`src/rtl/cache_mem_arbiter.sv`:
```
// Memory-side arbiter for the icache/dcache word bus.
// Grants one cache at a time onto the single RAM port and holds the grant
// until the RAM reports ACCESS (or the error budget is exhausted). At that
// point the owner's wait drops for exactly one cycle. A dcache request wins
// unless the previous completed transaction was also a dcache transaction
// and the icache is asking, so neither cache can starve the other.

module cache_mem_arbiter #(
  parameter int unsigned MAX_RETRY = 3,
  parameter logic [31:0] BAD_WORD  = 32'hBAD1BAD1
) (
  input  logic        CLK,
  input  logic        nRST,
  // icache side
  input  logic        iREN,
  input  logic [31:0] iaddr,
  output logic [31:0] iload,
  output logic        iwait,
  // dcache side
  input  logic        dREN,
  input  logic        dWEN,
  input  logic [31:0] daddr,
  input  logic [31:0] dstore,
  output logic [31:0] dload,
  output logic        dwait,
  // RAM side
  output logic        ramREN,
  output logic        ramWEN,
  output logic [31:0] ramaddr,
  output logic [31:0] ramstore,
  input  logic [31:0] ramload,
  input  logic [1:0]  ramstate,
  // status
  output logic        err
);

  localparam int unsigned WORD_W  = 32;
  localparam int unsigned RETRY_W = (MAX_RETRY < 1) ? 1 : $clog2(MAX_RETRY + 1);

  localparam logic [1:0] RAM_FREE   = 2'd0;
  localparam logic [1:0] RAM_BUSY   = 2'd1;
  localparam logic [1:0] RAM_ACCESS = 2'd2;
  localparam logic [1:0] RAM_ERROR  = 2'd3;

  typedef enum logic [1:0] {
    IDLE   = 2'd0,
    DREAD  = 2'd1,
    DWRITE = 2'd2,
    IREAD  = 2'd3
  } state_e;

  state_e               state_q, state_d;
  logic                 last_was_d_q, last_was_d_d;
  logic [RETRY_W-1:0]   retry_q, retry_d;

  logic                 d_req_c;
  logic                 owner_is_d_c;
  logic                 owner_req_c;
  logic                 done_ok_c;
  logic                 error_c;
  logic                 forced_c;
  logic                 release_c;
  logic [WORD_W-1:0]    load_c;

  // State, fairness bit and error budget registers.
  always_ff @(posedge CLK or negedge nRST) begin
    if (!nRST) begin
      state_q      <= IDLE;
      last_was_d_q <= 1'b0;
      retry_q      <= '0;
    end else begin
      state_q      <= state_d;
      last_was_d_q <= last_was_d_d;
      retry_q      <= retry_d;
    end
  end

  // Decode who owns the port and how the RAM answered this cycle.
  always_comb begin
    d_req_c      = dREN | dWEN;
    owner_is_d_c = (state_q == DREAD) || (state_q == DWRITE);
    case (state_q)
      DREAD:   owner_req_c = dREN;
      DWRITE:  owner_req_c = dWEN;
      IREAD:   owner_req_c = iREN;
      default: owner_req_c = 1'b0;
    endcase
    // An owner that dropped its request has aborted; RAM status is ignored.
    done_ok_c = owner_req_c && (ramstate == RAM_ACCESS);
    error_c   = owner_req_c && (ramstate == RAM_ERROR);
    forced_c  = error_c && (retry_q == RETRY_W'(MAX_RETRY));
    release_c = done_ok_c || forced_c;
    load_c    = forced_c ? BAD_WORD : ramload;
  end

  // Next-state and bus outputs.
  always_comb begin
    state_d      = state_q;
    last_was_d_d = last_was_d_q;
    retry_d      = retry_q;
    iwait        = 1'b1;
    dwait        = 1'b1;
    iload        = '0;
    dload        = '0;
    ramREN       = 1'b0;
    ramWEN       = 1'b0;
    ramaddr      = '0;
    ramstore     = '0;
    err          = 1'b0;

    case (state_q)
      IDLE: begin
        // dcache wins unless it also won last time and icache is waiting.
        if (d_req_c && (!iREN || !last_was_d_q)) begin
          state_d = dREN ? DREAD : DWRITE;
        end else if (iREN) begin
          state_d = IREAD;
        end
      end

      default: begin
        if (!owner_req_c) begin
          // Abort: no wait release, fairness bit untouched.
          state_d = IDLE;
          retry_d = '0;
        end else begin
          if (owner_is_d_c) begin
            ramREN   = (state_q == DREAD);
            ramWEN   = (state_q == DWRITE);
            ramaddr  = daddr;
            ramstore = (state_q == DWRITE) ? dstore : '0;
            dload    = load_c;
            dwait    = ~release_c;
          end else begin
            ramREN   = 1'b1;
            ramaddr  = iaddr;
            iload    = load_c;
            iwait    = ~release_c;
          end
          err = forced_c;

          if (release_c) begin
            // Completed (normally or forced); a forced write is simply dropped.
            state_d      = IDLE;
            retry_d      = '0;
            last_was_d_d = owner_is_d_c;
          end else if (error_c) begin
            retry_d = retry_q + RETRY_W'(1);
          end
        end
      end
    endcase
  end

  // FREE and BUSY both mean "keep holding"; named here for readability only.
  logic unused_status_c;
  assign unused_status_c = (ramstate == RAM_FREE) | (ramstate == RAM_BUSY);

endmodule

```
`config.mk`:
```
export PLATFORM = sky130hd
export DESIGN_NAME = cache_mem_arbiter
export DESIGN_NICKNAME = d
export VERILOG_FILES = /design/src/rtl/cache_mem_arbiter.sv
export SDC_FILE = /design/constraint.sdc
export NUM_CORES = 1
export LEC_CHECK = 0
export ABC_AREA = 1
export CAP_MARGIN = 20
export CORE_AREA = 3 3 102 104
export CTS_CLUSTER_SIZE = 40
export DETAILED_ROUTE_END_ITERATION = 8
export DIE_AREA = 0 0 105 107
export PLACE_DENSITY = 0.66
export SYNTH_ARGS = -nofsm -noshare
export SYNTH_HDL_FRONTEND = slang
export SYNTH_SLANG_ARGS = --single-unit
```
`constraint.sdc`:
```
create_clock -name CLK -period 4.8 [get_ports CLK]
set_input_delay 0.72 -clock CLK [delete_from_list [all_inputs] [get_ports CLK]]
set_output_delay 0.72 -clock CLK [all_outputs]
set_load 0.005 [all_outputs]
```
== Word level (Yosys, flattened, before mapping) ==
Index checks and enable logic that the tools add are counted.

* $add $sub $neg: 1
* $mul: 0
* Div/mod/pow operators: 0
* Magnitude comparators: 0
* Equality and inequality tests: 9
* Shift operators: 0
* Multiplexer cells: 38
* Bitwise gates (word level): 3
* Reduce and logical (&&, ||, !) cells: 13

{| class="wikitable"
|+ Operators by type and width
! cell !! number
|-
| 32-bit 2-to-1 mux || 14
|-
| 2-bit 2-to-1 mux || 9
|-
| 1-bit 2-to-1 mux || 14
|-
| 2-bit equality test, second input constant || 5
|-
| 3-bit by 1-bit != test with 1-bit output, second input constant || 2
|-
| 1-bit logical AND || 4
|-
| 2-bit AND reduction || 2
|-
| 1-bit logical OR || 3
|-
| 3-bit != test, second input constant || 1
|-
| 1-bit one-hot mux with 3 select lines || 1
|-
| 3-bit AND reduction || 1
|-
| 2-bit by 1-bit adder with 2-bit output, second input constant || 1
|-
| 2-bit by 1-bit equality test with 1-bit output, second input constant || 1
|-
| 1-bit logical NOT || 2
|-
| 2-bit logical NOT || 1
|-
| 1-bit inverter || 2
|-
| 1-bit bitwise OR || 1
|}

* Flip-flop bits (word level): 5
* Bits in latches: 0
* Bits in writable memories: 0
* Memory bits (read-only): 0
* Output and inout bits: 133
* Memories kept: 0

== Depth between registers and ports, before layout ==
Gate-level depths: netlist of the first run.

* Word-level depth: 9
* Depth in mapped cells: 10
* Gate-level depth less buffers: 8

== Worst setup path after synthesis of the first run ==
Ideal clock, no wire load.

* Kind: flip-flop to output port
* Start point: reg state_q[0]
* End point: out dload[10]
* Data arrival time: 1.459 ns
* Data required time: 4.080 ns
* Setup slack: 2.621 ns
* Stages on the path, launching flop included: 10
* Path buffers: 2
* Cells stage by stage: dfrtp_1 -> inv_1 -> ha_1 -> buf_4 -> nand2_1 -> nand3_2 -> nand3_2 -> buf_2 -> nand2_1 -> nor2_1

* Word-level cells in the longest chain between the ends: 8

{| class="wikitable"
|+ Ends and longest elaborated chain
! item !! RTL line !! RTL
|-
| start, declared || 52 || <nowiki>state_e state_q, state_d;</nowiki>
|-
| start signal, assigned || 72 || <nowiki>state_q <= state_d;</nowiki>
|-
| 2-bit equality test, or another cell as far along || 82 || <nowiki>case (state_q)</nowiki>
|-
| 1-bit one-hot mux with 3 select lines || 82 ||
|-
| 1-bit logical AND || 90 || <nowiki>error_c = owner_req_c && (ramstate == RAM_ERROR);</nowiki>
|-
| 1-bit logical AND || 91 || <nowiki>forced_c = error_c && (retry_q == RETRY_W'(MAX_RETRY));</nowiki>
|-
| 32-bit 2-to-1 mux || 93 || <nowiki>load_c = forced_c ? BAD_WORD : ramload;</nowiki>
|-
| 32-bit 2-to-1 mux || 127 || <nowiki>if (owner_is_d_c) begin</nowiki>
|-
| 32-bit 2-to-1 mux || 122 || <nowiki>if (!owner_req_c) begin</nowiki>
|-
| 32-bit 2-to-1 mux (*) || 111 || <nowiki>case (state_q)</nowiki>
|-
| end, declared || 24 || <nowiki>output logic [31:0] dload,</nowiki>
|}

Mark *: on every way between the ends. The rest lies on a longest branch, timed or not.

== Worst setup path after layout of the first run ==
* Start point: reg state_q[0]
* End point: out iload[24]

{| class="wikitable"
|+ RTL lines
! item !! RTL line !! RTL
|-
| 2-bit by 1-bit equality test with 1-bit output or 2-bit equality test (tied branches) || 81 || <nowiki>owner_is_d_c = (state_q == DREAD) || (state_q == DWRITE);</nowiki>
|-
| 1-bit logical OR (*) || 81 ||
|-
| named net owner_is_d_c || 57 || <nowiki>logic owner_is_d_c;</nowiki>
|-
| 32-bit 2-to-1 mux (*) || 127 ||
|-
| 32-bit 2-to-1 mux (*) || 122 ||
|-
| 32-bit 2-to-1 mux (*) || 111 ||
|-
| end, declared || 17 || <nowiki>output logic [31:0] iload,</nowiki>
|}

Mark *: on every way through the listed nets, which the timed path passes. The rest lies on a longest branch.

==> results.txt, run 1 <==
Status: complete, no violations
Setup ws final: 0.669 ns
Initial antenna violation count: 0
Mean Syn Cell Area: 4.67 um2
Share of cells above drive strength 1: 1.76%
Bufs on Longest Clock Path: 2
GR Util All Layers: 15.0%
Die ar.: 11,200 um2
Largest cells by area after synthesis: nand2_1, nor2_1, inv_1
Final Hold Viols: 0
Number of iterations in the first detailed-routing pass: 4
Final Max Tran Viols: 0
TritonCTS Buffers: 3
Reg area: 125 um2
Max-cap violation count: 0
Crit-path max FO: 35
P&R area growth vs syn: 153%
Worst slew pin tran: 0.921 ns
Critical Path RT: 4.08 ns
Hold Path Class: flop to flop
Total number of yosys warnings: 0
TritonCTS clock tree: yes
I/O pin count: 268
Root buf cell: clkbuf_8
Area of the multi-input gates: 1280 um2
Seq/Total Area, Yosys: 7.07%
Post-CTS Resized: 0
H-Tree Depth: 1
First-pass GRT wire length: 14,100 um
Post-CTS Setup Inserts: 0
Ant diodes: 0
Yosys top cell area share: 31.2%
Post-Syn Nets: 520
DP Worst Slack: 0.872 ns
Tmin final: 4.13 ns
Initial Util: 18.4%
Fin util: 46.5%
Critical Path AT: 3.41 ns
WS Path Type: flop to output port
Mean routed wirelength per cell: 12.3 um
Final Skew: 0.000763 ns
Fmax: 242 MHz
Placer Congestion: 0.847
Synth Cell Area: 1770 um2
Hold buffer count at cts: 0
Leading area contributor after synthesis: nand2_1
# DRC: 0
# nets final: 768
Cell count after synthesis: 379
Post-route ant nets: 0
Worst vdd ir: 0.000296 V
CTS clk-pin slew, worst paths: 0.03 ns
HPWL Detailed: 7870 um
Period utilization: 86.1%
Routed via count: 3,076
Final setup vio count: 0
FILL cells: 1,032
Slew headroom: 38.2%
Via/cell ratio: 4.05
Yosys cell types: 19
Die Width: 105 um
Rows: 36
CTS sink cnt: 5
Initial drt markers: 116
Worst-Skew Late Latency: 0.22 ns
Final WL: 9310 um
Crit start category: flop
RSZ-0062 raised after global routing: no
Vias in the first global route: 2,951
Setup TNS: 0 ns
Largest net degree at the start of global routing: 65
Leakage power: 1.92 nW
IO Port Bufs: 267
Critical path endpoint category: output port
Gr ovfl total: 0
PwrDens: 280 nW/um2
Core area: 9640 um2
Die H: 107 um
Synth Register Bits: 5
-- path summary, 6_finish.rpt --
kind | startpoint | end | slack [ns] | cells past startpoint
worst max-delay path | state_q[0] | iload[24] | 0.67 | 7
worst min-delay path | retry_q[1] | retry_q[1] | 0.50 | 2
worst max register to register | state_q[0] | last_was_d_q | 2.86 | 8
worst min register to register | retry_q[1] | retry_q[1] | 0.50 | 2
max in group asynchronous | nRST | retry_q[1] | 3.86 | 1
min in group asynchronous | nRST | state_q[0] | 0.74 | 1
-- placed cells by master (no fill, tap or decap), drive strengths merged --
master,Yosys,final
nand2,150,150
inv,46,46
clkbuf,6,4
clkdlybuf4s50,0,267
dfrtp,5,5
nor2,101,101
o21ai,3,3
ha,6,6
clkinv,1,1
buf,20,2
a31oi,1,1
nand4,1,1
a21oi,33,33
nand3,6,6
-- worst max-delay path, stage by stage, from the launching register on --
cell and delay (ns):
dfrtp_1 0.39, inv_1 0.10, ha_1 0.28, buf_4 0.34, clkinv_1 0.84, nand2_4 0.63, nor2_1 0.11, clkdlybuf4s50_1 0.48
-- through the flow --
step,total power [mW],std cells,cell area (um2),hold WS (ns)
3_3_place_gp,1.18,755,4440,0.474
6_report,1.25,759,4480,0.502
3_5_place_dp,1.19,755,4440,0.501
4_1_cts,1.28,759,4480,0.505
5_1_grt,1.39,759,4480,0.524
2_1_floorplan,0.692,379,1770,0.424
-- synth_stat cells --
cell and n:
dfrtp_1 5, nand3_1 4, clkbuf_1 6, buf_2 9, buf_4 2, nand2_1 147, nand4_1 1, nor2_1 101
inv_4 1, nand3_2 2, a31oi_1 1, buf_6 9, a21oi_1 33, nand2_8 1, clkinv_1 1, ha_1 6
inv_1 45, o21ai_0 3, nand2_4 2
-- state kept, by name, summed over array words and instances, names as in the netlist --
register / flops
state_q: 2
last_was_d_q: 1
retry_q: 2
-- layout make-up --
type                    instances  area share [%]
well taps                     133            3.71
clock buffers                   4            1.00
multi-input cells             301            28.6
repair buffers                269            59.9
flip-flops and latches          5            2.79
inverters                      47            3.99
-- power by group --
| part | switching [mW] | internal (mW) |
|---|---|---|
| clock network | 0.0192 | 0.0569 |
| logic | 0.579 | 0.527 |
| registers | 0.0140 | 0.0582 |
-- kinds of logic after synthesis --
family,share of synthesized area (%)
adders and majority gates,4.24
DFF,7.07
and+or+nand+nor,57.6
buffers and inverters,20.5
AOI/OAI and AO/OA,10.5
-- per-layer routing --
metal  up-vias  track usage, %  part of all wire (%)
met5         -               0                     0
met1      1297            15.1                    37
li1       1613               -                     -
met4         0            1.50                  0.33
met2       164            30.9                    52
met3         2            4.52                    10
(Power assumes the default switching activity.)
==> run 2: changes to the inputs <==
--- a/config.mk
+++ b/config.mk
@@ -5,13 +5,11 @@
 export SDC_FILE = /design/constraint.sdc
 export NUM_CORES = 1
 export LEC_CHECK = 0
-export ABC_AREA = 1
 export CAP_MARGIN = 20
 export CORE_AREA = 3 3 102 104
 export CTS_CLUSTER_SIZE = 40
 export DETAILED_ROUTE_END_ITERATION = 8
 export DIE_AREA = 0 0 105 107
-export PLACE_DENSITY = 0.66
 export SYNTH_ARGS = -nofsm -noshare
 export SYNTH_HDL_FRONTEND = slang
 export SYNTH_SLANG_ARGS = --single-unit
==> run 2 against run 1 <==
Sequential cell count is the same; global-route usage grew 0.41 points; die area is the same; first-iteration DRC count shrank 0.86%; core utilization shrank 1.2 points; wire length grew 3.3%.
==> results.txt, run 2 <==
Status: complete, no violations
Setup TNS: 0 ns (unchanged)
Largest net degree at the start of global routing: 37 (-43%)
P&R area growth vs syn: 174%
Final Non-Filler Cells: 636 (-16%)
Crit start category: input pin
Largest family of logic cells by synthesized area: simple AND/OR/NAND/NOR gates
# nets final: 645 (-16%)
Tmin final: 3.66 ns (-0.471 ns)
Mean routed wirelength per cell: 15.1 um (+23%)
Critical Path RT: 4.08 ns (about the same)
Rows: 36 (unchanged)
I/O pin count: 268 (unchanged)
GR Util All Layers: 15.4% (+0.41 points)
Placer Congestion: 0.757 (-11%)
Crit-path slowest cell: or2_2
Leading area contributor after synthesis: nor2_1
Crit-path max FO: 36 (+2.9%)
Routed via count: 2,647 (-14%)
Ant diodes: 0 (unchanged)
Core area: 9640 um2 (unchanged)
Async SR Flop Fraction: 100% (unchanged)
WS Path Type: input pin to output port
# DRC: 0 (unchanged)
Via/cell ratio: 4.16 (+2.7%)
Share of cells above drive strength 1: 4.17% (+2.4 points)
Die Width: 105 um (unchanged)
Worst r2r dst: last_was_d_q
Final setup vio count: 0 (unchanged)
Worst vdd ir: 0.000234 V (-21%)
CTS clk-pin slew, worst paths: 0.04 ns (about the same)
Initial antenna violation count: 0 (unchanged)
Met1 GRT Util: 17.3% (+2.2 points)
Xor/xnor share of the synthesized area: 0% (unchanged)
Hold Path Depth: 2 (unchanged)
Die H: 107 um (unchanged)
Top Registers: retry_q x2, state_q x2, last_was_d_q x1
Hold Path Class: flop to flop
Post-CTS Resized: 0 (unchanged)
Slew headroom: 48.7% (+10 points)
Post-route ant nets: 0 (unchanged)
Leakage power: 1.82 nW (-5.5%)
Yosys top cell area share: 21.2% (-10 points)
Commonest non-fill, non-tap cell in the layout: clkdlybuf4s50_1
Placed insts: 632 (-16%)
Met2 GRT Util: 28.4% (-2.6 points)
Die ar.: 11,200 um2 (unchanged)
Gr ovfl total: 0 (unchanged)
CP dominant cell by count: clkdlybuf4s50_1
Seq/Total Area, Yosys: 7.84% (+0.76 points)
Post-CTS Setup Inserts: 0 (unchanged)
Vias in the first global route: 2,634 (-11%)
Most frequent cells after synthesis: nor2_1, mux2i_1, and3_1, and2_1, clkbuf_1
Worst slew pin tran: 0.767 ns (-0.153 ns)
Final Skew: 0.00221 ns (+0.00145 ns)
Hold Path Origin: retry_q[1]
RSZ-0062 raised after global routing: no
Initial Util: 16.6% (-1.8 points)
Simple-gate portion of the synthesized area: 52.1% (-5.5 points)
Final Max Tran Viols: 0 (unchanged)
Initial drt markers: 115 (-0.86%)
TritonCTS Buffers: 3 (unchanged)
Post-Syn Nets: 392 (-25%)
CTS sink cnt: 5 (unchanged)
M3 GR Usage: 5.48% (+0.96 points)
Root buf cell: clkbuf_8
Largest cells by area after synthesis: nor2_1, mux2i_1, and3_1
Period utilization: 76.2% (-9.8 points)
HPWL Detailed: 8020 um (+1.8%)
TritonCTS clock tree: yes
H-Tree Depth: 1 (unchanged)
Number of synthesized flops with an enable pin: 0 (unchanged)
IO Port Bufs: 267 (unchanged)
Crit path cell chain: clkdlybuf4s50_1 > a222oi_1 > buf_4 > or2_2 > nor2_1 > clkdlybuf4s50_1
Primary FF master, synth: dfrtp_1
Yosys cell types: 30 (+11)
Most common cell in the synthesized netlist: nor2_1
Cells on worst reg2reg path: 7 (-1)
Final WL: 9620 um (+3.3%)
PwrDens: 307 nW/um2 (+9.8%)
Synth Register Bits: 5 (unchanged)
Worst-Skew Late Latency: 0.23 ns (about the same)
Total number of yosys warnings: 0 (unchanged)
Commonest cells after routing, fill and taps aside: clkdlybuf4s50_1, nor2_1, mux2i_1
Synth Cell Area: 1600 um2 (-9.8%)
Compound-cell area share of the yosys netlist: 5.17% (-5.4 points)
Fmax: 273 MHz (+13%)
Final Hold Viols: 0 (unchanged)
Most used routing layer: met2
Worst r2r src: state_q[1]
Mean Syn Cell Area: 6.36 um2 (+36%)
Internal reg-to-reg setup slack: 2.63 ns (-0.23 ns)
Number of iterations in the first detailed-routing pass: 4 (unchanged)
Min-Delay Endpoint: retry_q[1]
Bufs on Longest Clock Path: 2 (unchanged)
Cell count after synthesis: 251 (-34%)
Critical Path AT: 2.94 ns (-0.47 ns)
CP peak stage delay: 0.55 ns (-0.29 ns)
First-pass GRT wire length: 14,100 um (-0.19%)
Post-synthesis mux area share: 20.1% (+20 points)
Post-Synth Adder-Cell Area: 4.70% (+0.46 points)
Hold buffer count at cts: 0 (unchanged)
Setup ws final: 1.14 ns (+0.471 ns)
Critical path endpoint category: output port
Max-cap violation count: 0 (unchanged)
DP Worst Slack: 1.10 ns (+0.227 ns)
run 2: cell types whose count changed after synthesis, moves of 11 or more:
cell	delta
nand2_1	-142
and2_1	+25
nor2_1	-11
a21oi_1	-33
and3_1	+29
inv_1	-40
mux2i_1	+32
run 2: worst max path at each step:
stage,start,end,slack (ns),cells past startpoint
detailed placement,iREN,ramaddr[16],1.10,6
global route,iREN,ramaddr[31],1.03,6
finish,iREN,ramREN,1.14,6
floorplan,iREN,ramstore[1],2.07,5
global placement,iREN,ramaddr[16],1.11,6
CTS,iREN,ramaddr[16],1.10,6
run 2: area by class of cell:
type	instances	area, um2
sequential	5	125
inverter	5	18.8
tap	133	166
multi-input combinational	218	1310
timing repair buffer	271	2700
fill	990	5270
clock buffer	4	45.0
run 2: kinds of logic after synthesis:
group / after synthesis
buffers and inverters: 28
adders and majority gates: 6
AOI/OAI and AO/OA: 12
muxes: 32
and+or+nand+nor: 168
DFF: 5
run 2: where the power goes:
| group | internal [mW] | switching [mW] | leakage, nW |
|---|---|---|---|
| combinational | 0.675 | 0.509 | 1.73 |
| sequential | 0.0593 | 0.0160 | 0.0646 |
| clock | 0.0573 | 0.0243 | 0.0228 |
run 2: per-stage QoR:
step / util [%] / hold slack (ns) / area, um2 / power [mW]
2_1_floorplan: - / 0.424 / 1600 / 0.684
3_3_place_gp: 44.9 / 0.481 / 4330 / 1.27
3_5_place_dp: 44.9 / 0.486 / 4330 / 1.28
4_1_cts: 45.3 / 0.494 / 4370 / 1.37
5_1_grt: 45.3 / 0.528 / 4370 / 1.44
6_report: 45.3 / 0.502 / 4370 / 1.34
run 2: metal layers:
metal	part of all wire (%)	vias to the layer above
met4	0.73	0
met2	50	164
met3	12	6
met5	0	-
met1	38	1154
li1	-	1323
run 2: critical path, delay by kind of cell:
family	cells	cell delay [ns]
AOI/OAI and AO/OA	1	0.36
buffers and inverters	3	1.15
and+or+nand+nor	2	0.69
==> run 3: changes to the inputs <==
--- a/config.mk
+++ b/config.mk
@@ -6,10 +6,10 @@
 export NUM_CORES = 1
 export LEC_CHECK = 0
 export CAP_MARGIN = 20
-export CORE_AREA = 3 3 102 104
+export CORE_AREA = 3 3 103 105
 export CTS_CLUSTER_SIZE = 40
 export DETAILED_ROUTE_END_ITERATION = 8
-export DIE_AREA = 0 0 105 107
+export DIE_AREA = 0 0 106 108
 export SYNTH_ARGS = -nofsm -noshare
 export SYNTH_HDL_FRONTEND = slang
 export SYNTH_SLANG_ARGS = --single-unit
==> constraint.sdc (replaced) <==
create_clock -name CLK -period 3.7 [get_ports CLK]
set_input_delay 0.555 -clock CLK [delete_from_list [all_inputs] [get_ports CLK]]
set_output_delay 0.555 -clock CLK [all_outputs]
set_load 0.005 [all_outputs]
==> run 3 against run 2 <==
Final cell count rose by 0.47%; largest cell class unchanged; sequential share of layout area about the same; clock skew down 0.0011 ns.
==> results.txt, run 3 (synthesis results as in run 2) <==
Root buf cell: clkbuf_8
Initial antenna violation count: 0 (unchanged)
TritonCTS Buffers: 3 (unchanged)
Placer Congestion: 0.782 (+3.4%)
Status: complete, no violations
Worst Setup EP: dload[28]
Routed via count: 2,664 (+0.64%)
Worst r2r src: state_q[1]
Die H: 108 um (+0.93%)
Power consumption: 1.73 mW (+29%)
Fmax: 306 MHz
Crit start category: input pin
Sequential power share: 5.6% (about the same)
GR Util All Layers: 14.3% (-1.1 points)
Final Max Tran Viols: 0 (unchanged)
P&R area growth vs syn: 175%
FILL cells: 1,005 (+1.5%)
Sw Pwr: 0.695 mW (+27%)
Post-CTS Setup Inserts: 0 (unchanged)
Core area: 9730 um2 (+0.93%)
Leakage power: 1.83 nW (+0.77%)
Period utilization: 88.3%
Ant diodes: 0 (unchanged)
Sw Share: 40.2% (-0.80 points)
Final setup vio count: 0 (unchanged)
Worst r2r dst: last_was_d_q
Setup TNS: 0 ns (unchanged)
H-Tree Depth: 1 (unchanged)
Internal reg-to-reg setup slack: 1.94 ns (-0.69 ns)
Die Width: 106 um (+0.95%)
CTS clk-pin slew, worst paths: 0.04 ns (about the same)
Final Skew: 0.00106 ns (-0.00115 ns)
Crit path from: dREN
Post-route ant nets: 0 (unchanged)
Vias in the first global route: 2,652 (+0.68%)
HPWL Detailed: 7740 um (-3.5%)
Via/cell ratio: 4.17 (+0.17%)
Bufs on Longest Clock Path: 2 (unchanged)
CTS sink cnt: 5 (unchanged)
Worst vdd ir: 0.000281 V (+20%)
Slew headroom: 64.9% (+16 points)
Max-cap violation count: 0 (unchanged)
Clock share of power: 5.8% (-0.3 points)
Final Hold Viols: 0 (unchanged)
Logic pwr share: 88.6% (+0.3 points)
Worst slew pin tran: 0.527 ns (-0.240 ns)
Die ar.: 11,400 um2 (+1.9%)
Cells on worst reg2reg path: 8 (+1)
IO Port Bufs: 267 (unchanged)
Worst-Skew Late Latency: 0.22 ns (about the same)
Area of the multi-input gates: 1310 um2 (unchanged)
PwrDens: 394 nW/um2 (+28%)
# nets final: 648 (+0.47%)
Final WL: 9320 um (-3.1%)
First-pass GRT wire length: 13,400 um (-4.8%)
Gr ovfl total: 0 (unchanged)
Initial Util: 16.4% (-0.15 points)
Post-CTS Resized: 0 (unchanged)
Critical Path RT: 3.14 ns (-0.94 ns)
Critical path endpoint category: output port
Hold Path Class: flop to flop
Reg area: 125 um2 (unchanged)
Commonest non-fill, non-tap cell in the layout: clkdlybuf4s50_1
Hold buffer count at cts: 0 (unchanged)
TritonCTS clock tree: yes
Tmin final: 3.27 ns
Hold Path Origin: retry_q[0]
Initial drt markers: 97 (-16%)
Critical Path AT: 2.71 ns (-0.23 ns)
I/O pin count: 268 (unchanged)
Top Registers: retry_q x2, state_q x2, last_was_d_q x1
RSZ-0062 raised after global routing: no
Largest net degree at the start of global routing: 33 (-11%)
Share of cells above drive strength 1: 4.74% (+0.57 points)
Hold slack: 0.500 ns (-0.00212 ns)
Rows: 36 (unchanged)
Internal: 1.04 mW (+31%)
WS Path Type: input pin to output port
Commonest cells after routing, fill and taps aside: clkdlybuf4s50_1, nor2_1, mux2i_1
Mean routed wirelength per cell: 14.6 um (-3.6%)
Number of iterations in the first detailed-routing pass: 4 (unchanged)
# DRC: 0 (unchanged)
Crit-path max FO: 18 (-50%)
run 3: metrics by stage:
step / area, um2 / cells / utilization [%] / worst slack, ns
4_1_cts: 4390 / 639 / 45.2 / 0.419
5_1_grt: 4390 / 639 / 45.2 / 0.313
6_report: 4390 / 639 / 45.2 / 0.432
3_5_place_dp: 4350 / 635 / 44.7 / 0.429
2_1_floorplan: 1600 / 251 / - / 1.24
3_3_place_gp: 4350 / 635 / 44.7 / 0.430
run 3: power groups by stage:
stage	clock, mW	sequential [mW]	combinational (mW)
3_5_place_dp	0	0.0981	1.55
3_3_place_gp	0	0.0963	1.55
2_1_floorplan	0	0.0926	0.795
5_1_grt	0.109	0.0993	1.66
6_report	0.101	0.0972	1.53
4_1_cts	0.104	0.0974	1.56
run 3: worst max-delay path, cell delays in order:
cell,delay [ns]
clkdlybuf4s50_1,0.53
a222oi_1,0.10
buf_4,0.17
or3b_2,0.65
nor2_1,0.18
clkdlybuf4s50_1,0.51
run 3: layout make-up:
type	instances	share of cell area (%)
multi-input combinational	218	29.9
inverter	5	0.427
tap	133	3.79
clock buffer	4	1.03
sequential	5	2.85
timing repair buffer	274	62.0
run 3: worst min-delay path by stage:
stage                     slack (ns)            to  cells past startpoint
after floorplan                 0.26  last_was_d_q                      0
after global placement          0.48    retry_q[0]                      2
after detailed placement        0.49    retry_q[1]                      2
after CTS                       0.50    retry_q[1]                      2
after global routing            0.53    retry_q[0]                      2
final                           0.50    retry_q[0]                      2
run 3: metal layers:
layer	wire (um)	track usage, %
met5	0	0
met4	81	1.48
met3	1060	4.96
met2	4610	27.2
met1	3560	15.9
